==> config.mk <==
export PLATFORM = sky130hd
export DESIGN_NAME = stream_arbiter
export DESIGN_NICKNAME = d
export VERILOG_FILES = /design/src/rtl/stream_arbiter.sv
export SDC_FILE = /design/constraint.sdc
export NUM_CORES = 1
export LEC_CHECK = 0
export ABC_AREA = 1
export CAP_MARGIN = 30
export CORE_UTILIZATION = 49
export CTS_BUF_LIST = sky130_fd_sc_hd__clkbuf_8
export CTS_CLUSTER_DIAMETER = 80
export DETAILED_ROUTE_END_ITERATION = 12
export HOLD_SLACK_MARGIN = 0.15
export PLACE_DENSITY = 0.82
export RECOVER_POWER = 100
export SETUP_SLACK_MARGIN = 0.05
export SYNTH_ARGS = -nofsm -noshare
export SYNTH_HDL_FRONTEND = slang
export SYNTH_SLANG_ARGS = --single-unit
==> constraint.sdc <==
create_clock -name clk -period 1.9 [get_ports clk]
set_clock_uncertainty 0.1 [all_clocks]
set_input_delay 0.19 -clock clk [delete_from_list [all_inputs] [get_ports clk]]
set_output_delay 0.19 -clock clk [all_outputs]
set_load 0.02 [all_outputs]
==> src/rtl/stream_arbiter.sv <==
// Two-source packet-aware stream arbiter with a single registered output stage.
// Idle ties are broken round-robin; once a multi-beat packet starts, its
// source holds the grant until its last beat is accepted.

// Per-source packet counter, wraps with no saturation.
module stream_arbiter_pkt_cnt #(
   parameter int CNT_WIDTH = 8
) (
   input  logic                 clk,
   input  logic                 rst,
   input  logic                 inc,
   output logic [CNT_WIDTH-1:0] cnt
);
   // Count accepted end-of-packet beats.
   always_ff @(posedge clk) begin
      if (!rst)     cnt <= '0;
      else if (inc) cnt <= cnt + CNT_WIDTH'(1);
   end
endmodule

module stream_arbiter #(
   parameter int DATA_WIDTH = 8,
   parameter int CNT_WIDTH  = 8
) (
   input  logic                  clk,
   input  logic                  rst,
   input  logic [DATA_WIDTH-1:0] in0_data,
   input  logic                  in0_valid,
   input  logic                  in0_last,
   output logic                  in0_ready,
   input  logic [DATA_WIDTH-1:0] in1_data,
   input  logic                  in1_valid,
   input  logic                  in1_last,
   output logic                  in1_ready,
   output logic [DATA_WIDTH-1:0] out_data,
   output logic                  out_valid,
   output logic                  out_last,
   output logic                  out_src,
   input  logic                  out_ready,
   output logic [CNT_WIDTH-1:0]  pkt_cnt0,
   output logic [CNT_WIDTH-1:0]  pkt_cnt1
);
   localparam int NUM_SRC = 2;

   typedef enum logic [1:0] {IDLE = 2'd0, LOCK0 = 2'd1, LOCK1 = 2'd2} state_t;

   state_t state, next_state;
   logic   last_src;
   logic   grant;
   logic   load_en;
   logic   xfer;
   logic   xfer_last;

   logic [NUM_SRC-1:0]                 valid_v, last_v, ready_v, xfer_v;
   logic [NUM_SRC-1:0][DATA_WIDTH-1:0] data_v;
   logic [NUM_SRC-1:0][CNT_WIDTH-1:0]  cnt_v;

   assign valid_v   = {in1_valid, in0_valid};
   assign last_v    = {in1_last, in0_last};
   assign data_v    = {in1_data, in0_data};
   assign in0_ready = ready_v[0];
   assign in1_ready = ready_v[1];

   // Output register may take a new beat when empty or being drained.
   assign load_en   = !out_valid || out_ready;
   assign xfer_v    = valid_v & ready_v;
   assign xfer      = |xfer_v;
   assign xfer_last = last_v[grant];

   // State register; reset abandons any lock and re-arms the tie toward source 0.
   always_ff @(posedge clk) begin
      if (!rst) begin
         state    <= IDLE;
         last_src <= 1'b1;
      end else begin
         state <= next_state;
         if (xfer && xfer_last) last_src <= grant;
      end
   end

   // Next state: a non-last beat locks to its source, a last beat releases.
   always_comb begin
      next_state = state;
      if (xfer) begin
         if (xfer_last) next_state = IDLE;
         else           next_state = grant ? LOCK1 : LOCK0;
      end
   end

   // Grant and ready decode; only the granted source ever sees ready.
   always_comb begin
      grant = 1'b0;
      case (state)
         LOCK0:   grant = 1'b0;
         LOCK1:   grant = 1'b1;
         default: begin
            if (valid_v[0] && valid_v[1]) grant = ~last_src;
            else                          grant = valid_v[1];
         end
      endcase
      ready_v = '0;
      if (rst && load_en) ready_v[grant] = 1'b1;
   end

   // Output stage: load on transfer, bubble when drained with nothing new.
   always_ff @(posedge clk) begin
      if (!rst) begin
         out_valid <= 1'b0;
         out_data  <= '0;
         out_last  <= 1'b0;
         out_src   <= 1'b0;
      end else if (load_en) begin
         out_valid <= xfer;
         if (xfer) begin
            out_data <= data_v[grant];
            out_last <= xfer_last;
            out_src  <= grant;
         end
      end
   end

   for (genvar i = 0; i < NUM_SRC; i++) begin : g_cnt
      stream_arbiter_pkt_cnt #(.CNT_WIDTH(CNT_WIDTH)) u_cnt (
         .clk (clk),
         .rst (rst),
         .inc (xfer_v[i] && last_v[i]),
         .cnt (cnt_v[i])
      );
   end

   assign pkt_cnt0 = cnt_v[0];
   assign pkt_cnt1 = cnt_v[1];
endmodule

==> impl_metrics.csv, run 1 <==
group,metric,value,unit
detailed_routing,met3WireLength,241,um
place,routabilityCongestion,0.821,
finish,drive_above_1_share,0.166,
sta,final.period_utilization,0.926,
sta,setup_ws,0.141,ns
floorplan,die_h,62.6,um
detailed_routing,drtPass1Iterations,5,
finish,area_growth,41.6,%
hold_path,hp-class,"register to register",
grt,grt_max_degree,20,
detailed_routing,routed.top_layer,"met4",
worst_setup_path,cp_top_family,"buffers and inverters",
clocking,clock-sinks,30,
worst_setup_path,crit_arrival,1.47,ns
worst_setup_path,crit_slowest_cell,"dlygate4sd3_1",
pwr,ir_drop,0.447,mV
floorplan,start_util,0.527,
pwr,p_leak,0.00122,uW
synth,ys_types,32,
sta,final-setup-viol-count,0,
synth,syn_nets,282,
pwr,p_total,1680,uW
finish,antennaDiodeCount,0,
synth,avgSynthCellArea,7.03,um^2
detailed_routing,viasPerCell,4.94,
floorplan,die_x,62.6,um
floorplan,num_io_pins,52,
detailed_routing,detail_route.wl_per_cell,11.9,um
sta,max_slew.worst_pin.slew,0.373,ns
sta,fmax,568,MHz
finish,layout.cells.non_filler,365,
clocking,clk_path_buf_depth,2,
sta,rsz0062_at_grt,"true",
clocking,h-tree-depth,2,
status,outcome,"finished clean",
worst_setup_path,cpPeakStageDelay,0.71,ns
worst_setup_path,path_class,"register to primary output",
detailed_routing,met2_length,2.02,mm
sta,layout_min_cycle_time,1.76,ns
worst_setup_path,path_buf_inv,1,
sta,drv_slew,0,
worst_setup_path,worstPathMaxFanout,7,
detailed_routing,drt-met1-wl,2.03,mm
synth,synth_top_area_cell,"dfxtp_1",
grt,antenna_found_initial,0,
clocking,clk_latency,0.29,ns
floorplan,dieArea,0.00392,mm^2
grt,grt_pass1_vias,1637,
synth,synth_warnings,0,
worst_setup_path,critPathLaunchType,"register",
synth,seq_area_frac_synth,0.334,
clocking,cts-root-buf,"clkbuf_8",
finish,final_nets,344,
sta,slew_headroom,0.751,
worst_setup_path,worstPathRequired,1.61,ns
detailed_routing,vias,1804,
worst_setup_path,crit_path_end_kind,"primary output",
clocking,cts.clk_slew.worst_paths,0.07,ns
flow_run,drv_cap,0,
detailed_routing,routed_wl,4.34,mm
place,dp_worst_setup_slack,-0.0390,ns
synth,synth_area_leaders,"dfxtp_1 33%, nand2_1 16%, nor2_1 5.0%",
synth,synthesis.area,0.00180,mm^2
synth,synth_top_cell_area_share,0.334,
clocking,cts_tree,"yes",
grt,gr-usage-all-layers,0.234,
detailed_routing,drcViolationCount,0,
floorplan,std_cell_rows,21,
place,post-place-cells,356,
place,dp_hpwl,2.92,mm
clocking,cts_buffers,5,
synth,synth_cells,256,
pwr,powerDensity,659,mW/mm^2
place,io_buffers,51,
detailed_routing,drtIter0Drc,144,
floorplan,coreArea,0.00342,mm^2
synth,ys_seq_elements,30,
detailed_routing,antenna_left,0,
grt,grt_pass1_wl,7.21,mm
worst_setup_path,crit_path_cell_trace,"dlygate4sd3_1",
sta,hold_viol,0,
grt,globalRouteOverflowTotal,0,
==> path summary, 6_finish.rpt <==
path | depth (start not counted) | from | slack, ns | end
setup / recovery | 1 | g_cnt[0].u_cnt.cnt[4] | 0.14 | pkt_cnt0[4]
hold / removal | 2 | out_last | 0.39 | out_last
setup reg to reg | 12 | state[0] | 0.16 | out_src
hold reg to reg | 2 | out_last | 0.39 | out_last
==> cell usage after synthesis <==
master	instances
a21oi_1	15
a21oi_2	8
buf_2	4
buf_4	2
buf_6	2
clkbuf_1	3
clkinv_1	1
clkinv_2	1
dfxtp_1	30
ha_1	3
inv_1	21
inv_2	3
nand2_1	79
nand2_2	8
nand2_4	3
nand2_8	1
nand3_1	10
nand3_2	1
nand3b_1	10
nand4_1	5
nand4_2	2
nor2_1	24
nor2_2	1
nor2_4	1
nor2_8	2
nor3_2	1
o21ai_0	3
o21ai_1	5
o21ai_2	1
o21bai_1	1
xnor2_1	3
xor2_1	2
==> power breakdown <==
part           total (uW)  switching, uW  internal (uW)
clock                 529            243            286
sequential            688           21.4            667
combinational         462            250            212
==> stage by stage <==
stage	instance area (um^2)	hold slack (ns)	utilization	TNS, ns
6_report	2550	0.388	0.746	0
5_1_grt	2550	0.414	0.746	0
4_1_cts	2530	0.374	0.741	0
3_5_place_dp	2430	0.355	0.711	-0.0450
3_3_place_gp	2430	0.365	0.711	-0.0187
2_1_floorplan	1800	0.310	-	0
==> flip-flops by register name, indices dropped and copies added (netlist names) <==
name             count
g_cnt.u_cnt.cnt     16
out_data             8
state                2
last_src             1
out_last             1
out_src              1
out_valid            1
==> area by class of cell <==
| class | instances | area, um^2 |
|---|---|---|
| clock inverter | 2 | 8.76 |
| sequential | 30 | 601 |
| multi-input combinational | 189 | 1050 |
| clock buffer | 6 | 82.6 |
| timing repair buffer | 66 | 649 |
| fill | 259 | 867 |
| tap | 46 | 57.6 |
| inverter | 26 | 98.8 |
==> placed cells by master (no fill, tap or decap), drive strengths merged <==
cell type / count
dlygate4sd3: 27
ha: 3
nand2: 91
nor2: 28
xnor2: 3
nand4: 7
nor3: 1
inv: 25
dfxtp: 30
clkdlybuf4s50: 22
o21ai: 9
buf: 15
nand3b: 10
o21bai: 1
xor2: 2
nand3: 11
clkbuf: 8
clkinv: 3
a21oi: 23
==> cell families after synthesis <==
| logic type | Yosys count | share of synthesized area |
|---|---|---|
| XOR/XNOR | 5 | 0.0243 |
| buffers and inverters | 37 | 0.0931 |
| AO/OA/AOI/OAI | 33 | 0.112 |
| adder cells (fa/ha/maj) | 3 | 0.0209 |
| AND/OR/NAND/NOR | 148 | 0.416 |
| flip-flops | 30 | 0.334 |
==> metal layers <==
| layer | track usage | vias up |
|---|---|---|
| li1 | - | 942 |
| met1 | 0.295 | 801 |
| met2 | 0.383 | 55 |
| met3 | 0.0511 | 6 |
| met4 | 0.102 | 0 |
| met5 | 0 | - |
==> repair_timing <==
action / 4_1_cts / 5_1_grt
pin swaps: 2 / 1
buffers inserted: 1 / 0
gates resized for setup: 9 / 9
setup endpoints to repair: 14 / 25
hold buffers: 0 / 0
No activity file was read; power rests on OpenSTA's default activity.
==> inputs of run 2 (changes only) <==
--- a/config.mk
+++ b/config.mk
@@ -11,6 +11,7 @@
 export CTS_BUF_LIST = sky130_fd_sc_hd__clkbuf_8
 export CTS_CLUSTER_DIAMETER = 80
 export DETAILED_ROUTE_END_ITERATION = 12
+export GPL_TIMING_DRIVEN = 1
 export HOLD_SLACK_MARGIN = 0.15
 export PLACE_DENSITY = 0.82
 export RECOVER_POWER = 100
==> results of run 2 <==
Same layout as run 1: the final DEF is identical, and so are final timing and power.
==> inputs of run 3 (changes only) <==
--- a/config.mk
+++ b/config.mk
@@ -5,9 +5,8 @@
 export SDC_FILE = /design/constraint.sdc
 export NUM_CORES = 1
 export LEC_CHECK = 0
-export ABC_AREA = 1
 export CAP_MARGIN = 30
-export CORE_UTILIZATION = 49
+export CORE_UTILIZATION = 46
 export CTS_BUF_LIST = sky130_fd_sc_hd__clkbuf_8
 export CTS_CLUSTER_DIAMETER = 80
 export DETAILED_ROUTE_END_ITERATION = 12
@@ -15,7 +14,6 @@
 export HOLD_SLACK_MARGIN = 0.15
 export PLACE_DENSITY = 0.82
 export RECOVER_POWER = 100
-export SETUP_SLACK_MARGIN = 0.05
 export SYNTH_ARGS = -nofsm -noshare
 export SYNTH_HDL_FRONTEND = slang
 export SYNTH_SLANG_ARGS = --single-unit
==> run 3 against run 2 <==
Against the previous run:
- the flow now finishes with violations (negative setup slack)
- largest cell class unchanged
- non-clock buffer count is 13 higher
- fmax is 9.2% lower
- core utilization is 7.6 points higher
- hold slack worse by 0.016 ns
- critical endpoint is now state[1]
- clock power is 12% lower
==> impl_metrics.csv, run 3 <==
group,metric,value,unit
floorplan,start_util,0.503,
flow_run,drv_cap,0,
place,io_buffers,51,
detailed_routing,drcViolationCount,0,
finish,layout_commonest_cell,"nand2_1",
detailed_routing,routed_wl,4.86,mm
worst_setup_path,worstPathMaxFanout,5,
worst_setup_path,critPathLaunchType,"register",
detailed_routing,detail_route.wl_per_cell,16.7,um
sta,slew_headroom,0.723,
finish,area_growth,63.4,%
clocking,clk_latency,0.28,ns
status,violations,"negative setup slack",
pwr,ir_drop,0.545,mV
detailed_routing,vias,1717,
grt,globalRouteOverflowTotal,0,
synth,synth_top_cell_area_share,0.415,
finish,final_nets,276,
grt,grt_max_degree,16,
worst_setup_path,crit_path_end_kind,"register",
synth,syn_nets,201,
place,routabilityCongestion,0.916,
sta,fmax,516,MHz
pwr,powerDensity,650,mW/mm^2
status,outcome,"finished, violations left",
clocking,cts.clk_slew.worst_paths,0.06,ns
grt,grt_pass1_wl,6.83,mm
finish,most-common-layout-cells,"32 x nand2_1, 28 x dfxtp_1, 27 x dlygate4sd3_1",
sta,max_slew.worst_pin.slew,0.414,ns
synth,yosys-top-cells-count,"32 x nand2_1, 30 x dfxtp_1, 19 x a21oi_1, 8 x a311oi_1, 8 x o21ai_0",
clocking,cts-root-buf,"clkbuf_8",
floorplan,num_io_pins,52,
clocking,cts_tree,"yes",
synth,synth_flop_cell,"dfxtp_1",
finish,layout.cells.non_filler,292,
sta,hold_viol,0,
floorplan,std_cell_rows,19,
grt,antenna_found_initial,0,
detailed_routing,antenna_left,0,
finish,top_register,"g_cnt.u_cnt.cnt",
sta,setup_ws,-0.0368,ns
clocking,clk_path_buf_depth,2,
detailed_routing,viasPerCell,5.88,
finish,design_area,0.00237,mm^2
synth,synth_edf_count,0,
detailed_routing,drtIter0Drc,113,
detailed_routing,drtPass1Iterations,4,
sta,final.period_utilization,1.02,
clocking,h-tree-depth,2,
sta,rsz0062_at_grt,"true",
place,post-place-cells,277,
synth,avgSynthCellArea,8.27,um^2
place,dp_hpwl,2.97,mm
finish,top_regs,"g_cnt.u_cnt.cnt x16, out_data x8, state x2",
finish,drive_above_1_share,0.208,
clocking,clock-sinks,30,
hold_path,hp-class,"register to register",
finish,largest_reg_flops,16,
synth,synthesis.area,0.00145,mm^2
floorplan,coreArea,0.00288,mm^2
synth,seq_area_frac_synth,0.415,
worst_setup_path,path_class,"register to register",
floorplan,die_x,58.1,um
floorplan,dieArea,0.00338,mm^2
synth,ys_types,37,
grt,grt_pass1_vias,1565,
clocking,cts_buffers,5,
pwr,p_leak,0.000972,uW
place,dpl-instance-area,0.00211,mm^2
floorplan,die_h,58.1,um
synth,synth_warnings,0,
synth,synth_area_leaders,"dfxtp_1 41%, nand2_1 8.3%, a21oi_1 6.6%",
synth,synth_top_area_cell,"dfxtp_1",
sta,drv_slew,0,
sta,final-setup-viol-count,4,
worst_setup_path,crit_arrival,2.05,ns
sta,layout_min_cycle_time,1.94,ns
synth,postSynth.asyncResetShare,0,
synth,synth.most_common_cell,"nand2_1",
worst_setup_path,worstPathRequired,2.01,ns
finish,antennaDiodeCount,0,
synth,ys_seq_elements,30,
synth,synth_cells,175,
sta,setup_tns,-0.0787,ns
grt,gr-usage-all-layers,0.267,
==> run 3: cell count changes after synthesis, sizes merged, moves of 7 or more <==
cell / before / now
nand2: 91 / 32
nor2: 28 / 6
inv: 24 / 4
nand3b: 10 / 0
a311oi: 0 / 8
mux2i: 0 / 7
==> run 3: routing by layer <==
layer  vias up  wire (um)  global-route usage
met5         -          0                   0
met3        14        278              0.0558
met1       822       2010               0.320
met4         0        104               0.160
li1        798          -                   -
met2        83       2470               0.438
==> run 3: timing repair <==
action | CTS | global route
endpoints found under the setup margin | 24 | 20
cloned | 0 | 0
resized for setup | 15 | 20
setup buffers | 2 | 6
hold buffers | 0 | 0
pin swaps | 3 | 4
==> run 3: through the flow <==
step | hold WS, ns | total power (uW) | utilization | setup WS [ns]
2_1_floorplan | 0.250 | 852 | - | 0.0828
3_3_place_gp | 0.355 | 1010 | 0.734 | -0.148
3_5_place_dp | 0.371 | 1020 | 0.734 | -0.169
4_1_cts | 0.379 | 1490 | 0.776 | 0.00537
5_1_grt | 0.405 | 1590 | 0.823 | -0.0783
6_report | 0.371 | 1540 | 0.823 | -0.0368
==> run 3: power by group <==
| part | total (uW) | switching [uW] | internal, uW |
|---|---|---|---|
| logic | 394 | 202 | 192 |
| clock network | 463 | 223 | 240 |
| registers | 681 | 20.4 | 661 |
| total | 1540 | 445 | 1090 |
==> run 3: path summary, 6_finish.rpt <==
check,from,endpoint,slack (ns),cells past startpoint
worst min register to register,g_cnt[0].u_cnt.cnt[7],g_cnt[0].u_cnt.cnt[7],0.37,2
worst max-delay path,state[0],state[1],-0.04,7
worst max register to register,state[0],state[1],-0.04,7
worst min-delay path,g_cnt[0].u_cnt.cnt[7],g_cnt[0].u_cnt.cnt[7],0.37,2
==> run 3: cells by family (layout without fill, tap and decap cells) <==
family	count (synthesis)	count (layout)	synth area share
buf+inv	15	90	0.0449
fa+ha+maj	3	3	0.0259
compound gates	49	49	0.220
flops	30	30	0.415
mux	7	7	0.0484
simple gates	70	70	0.240
xor+xnor	1	1	0.00605
==> run 3: critical path, stage by stage (launching register included) <==
cell and delay [ns]:
dfxtp_2 0.34, inv_2 0.05, ha_4 0.30, buf_4 0.16, nand2b_1 0.22, a21oi_4 0.12
or4_4 0.43, a21oi_2 0.15
==> run 3: layout make-up <==
class / count / area (um^2)
Inverter: 4 / 15.0
Clock inverter: 2 / 7.51
Multi-Input combinational cell: 130 / 897
Tap cell: 42 / 52.6
Sequential cell: 30 / 603
Timing Repair Buffer: 79 / 722
Fill cell: 173 / 510
Clock buffer: 5 / 68.8
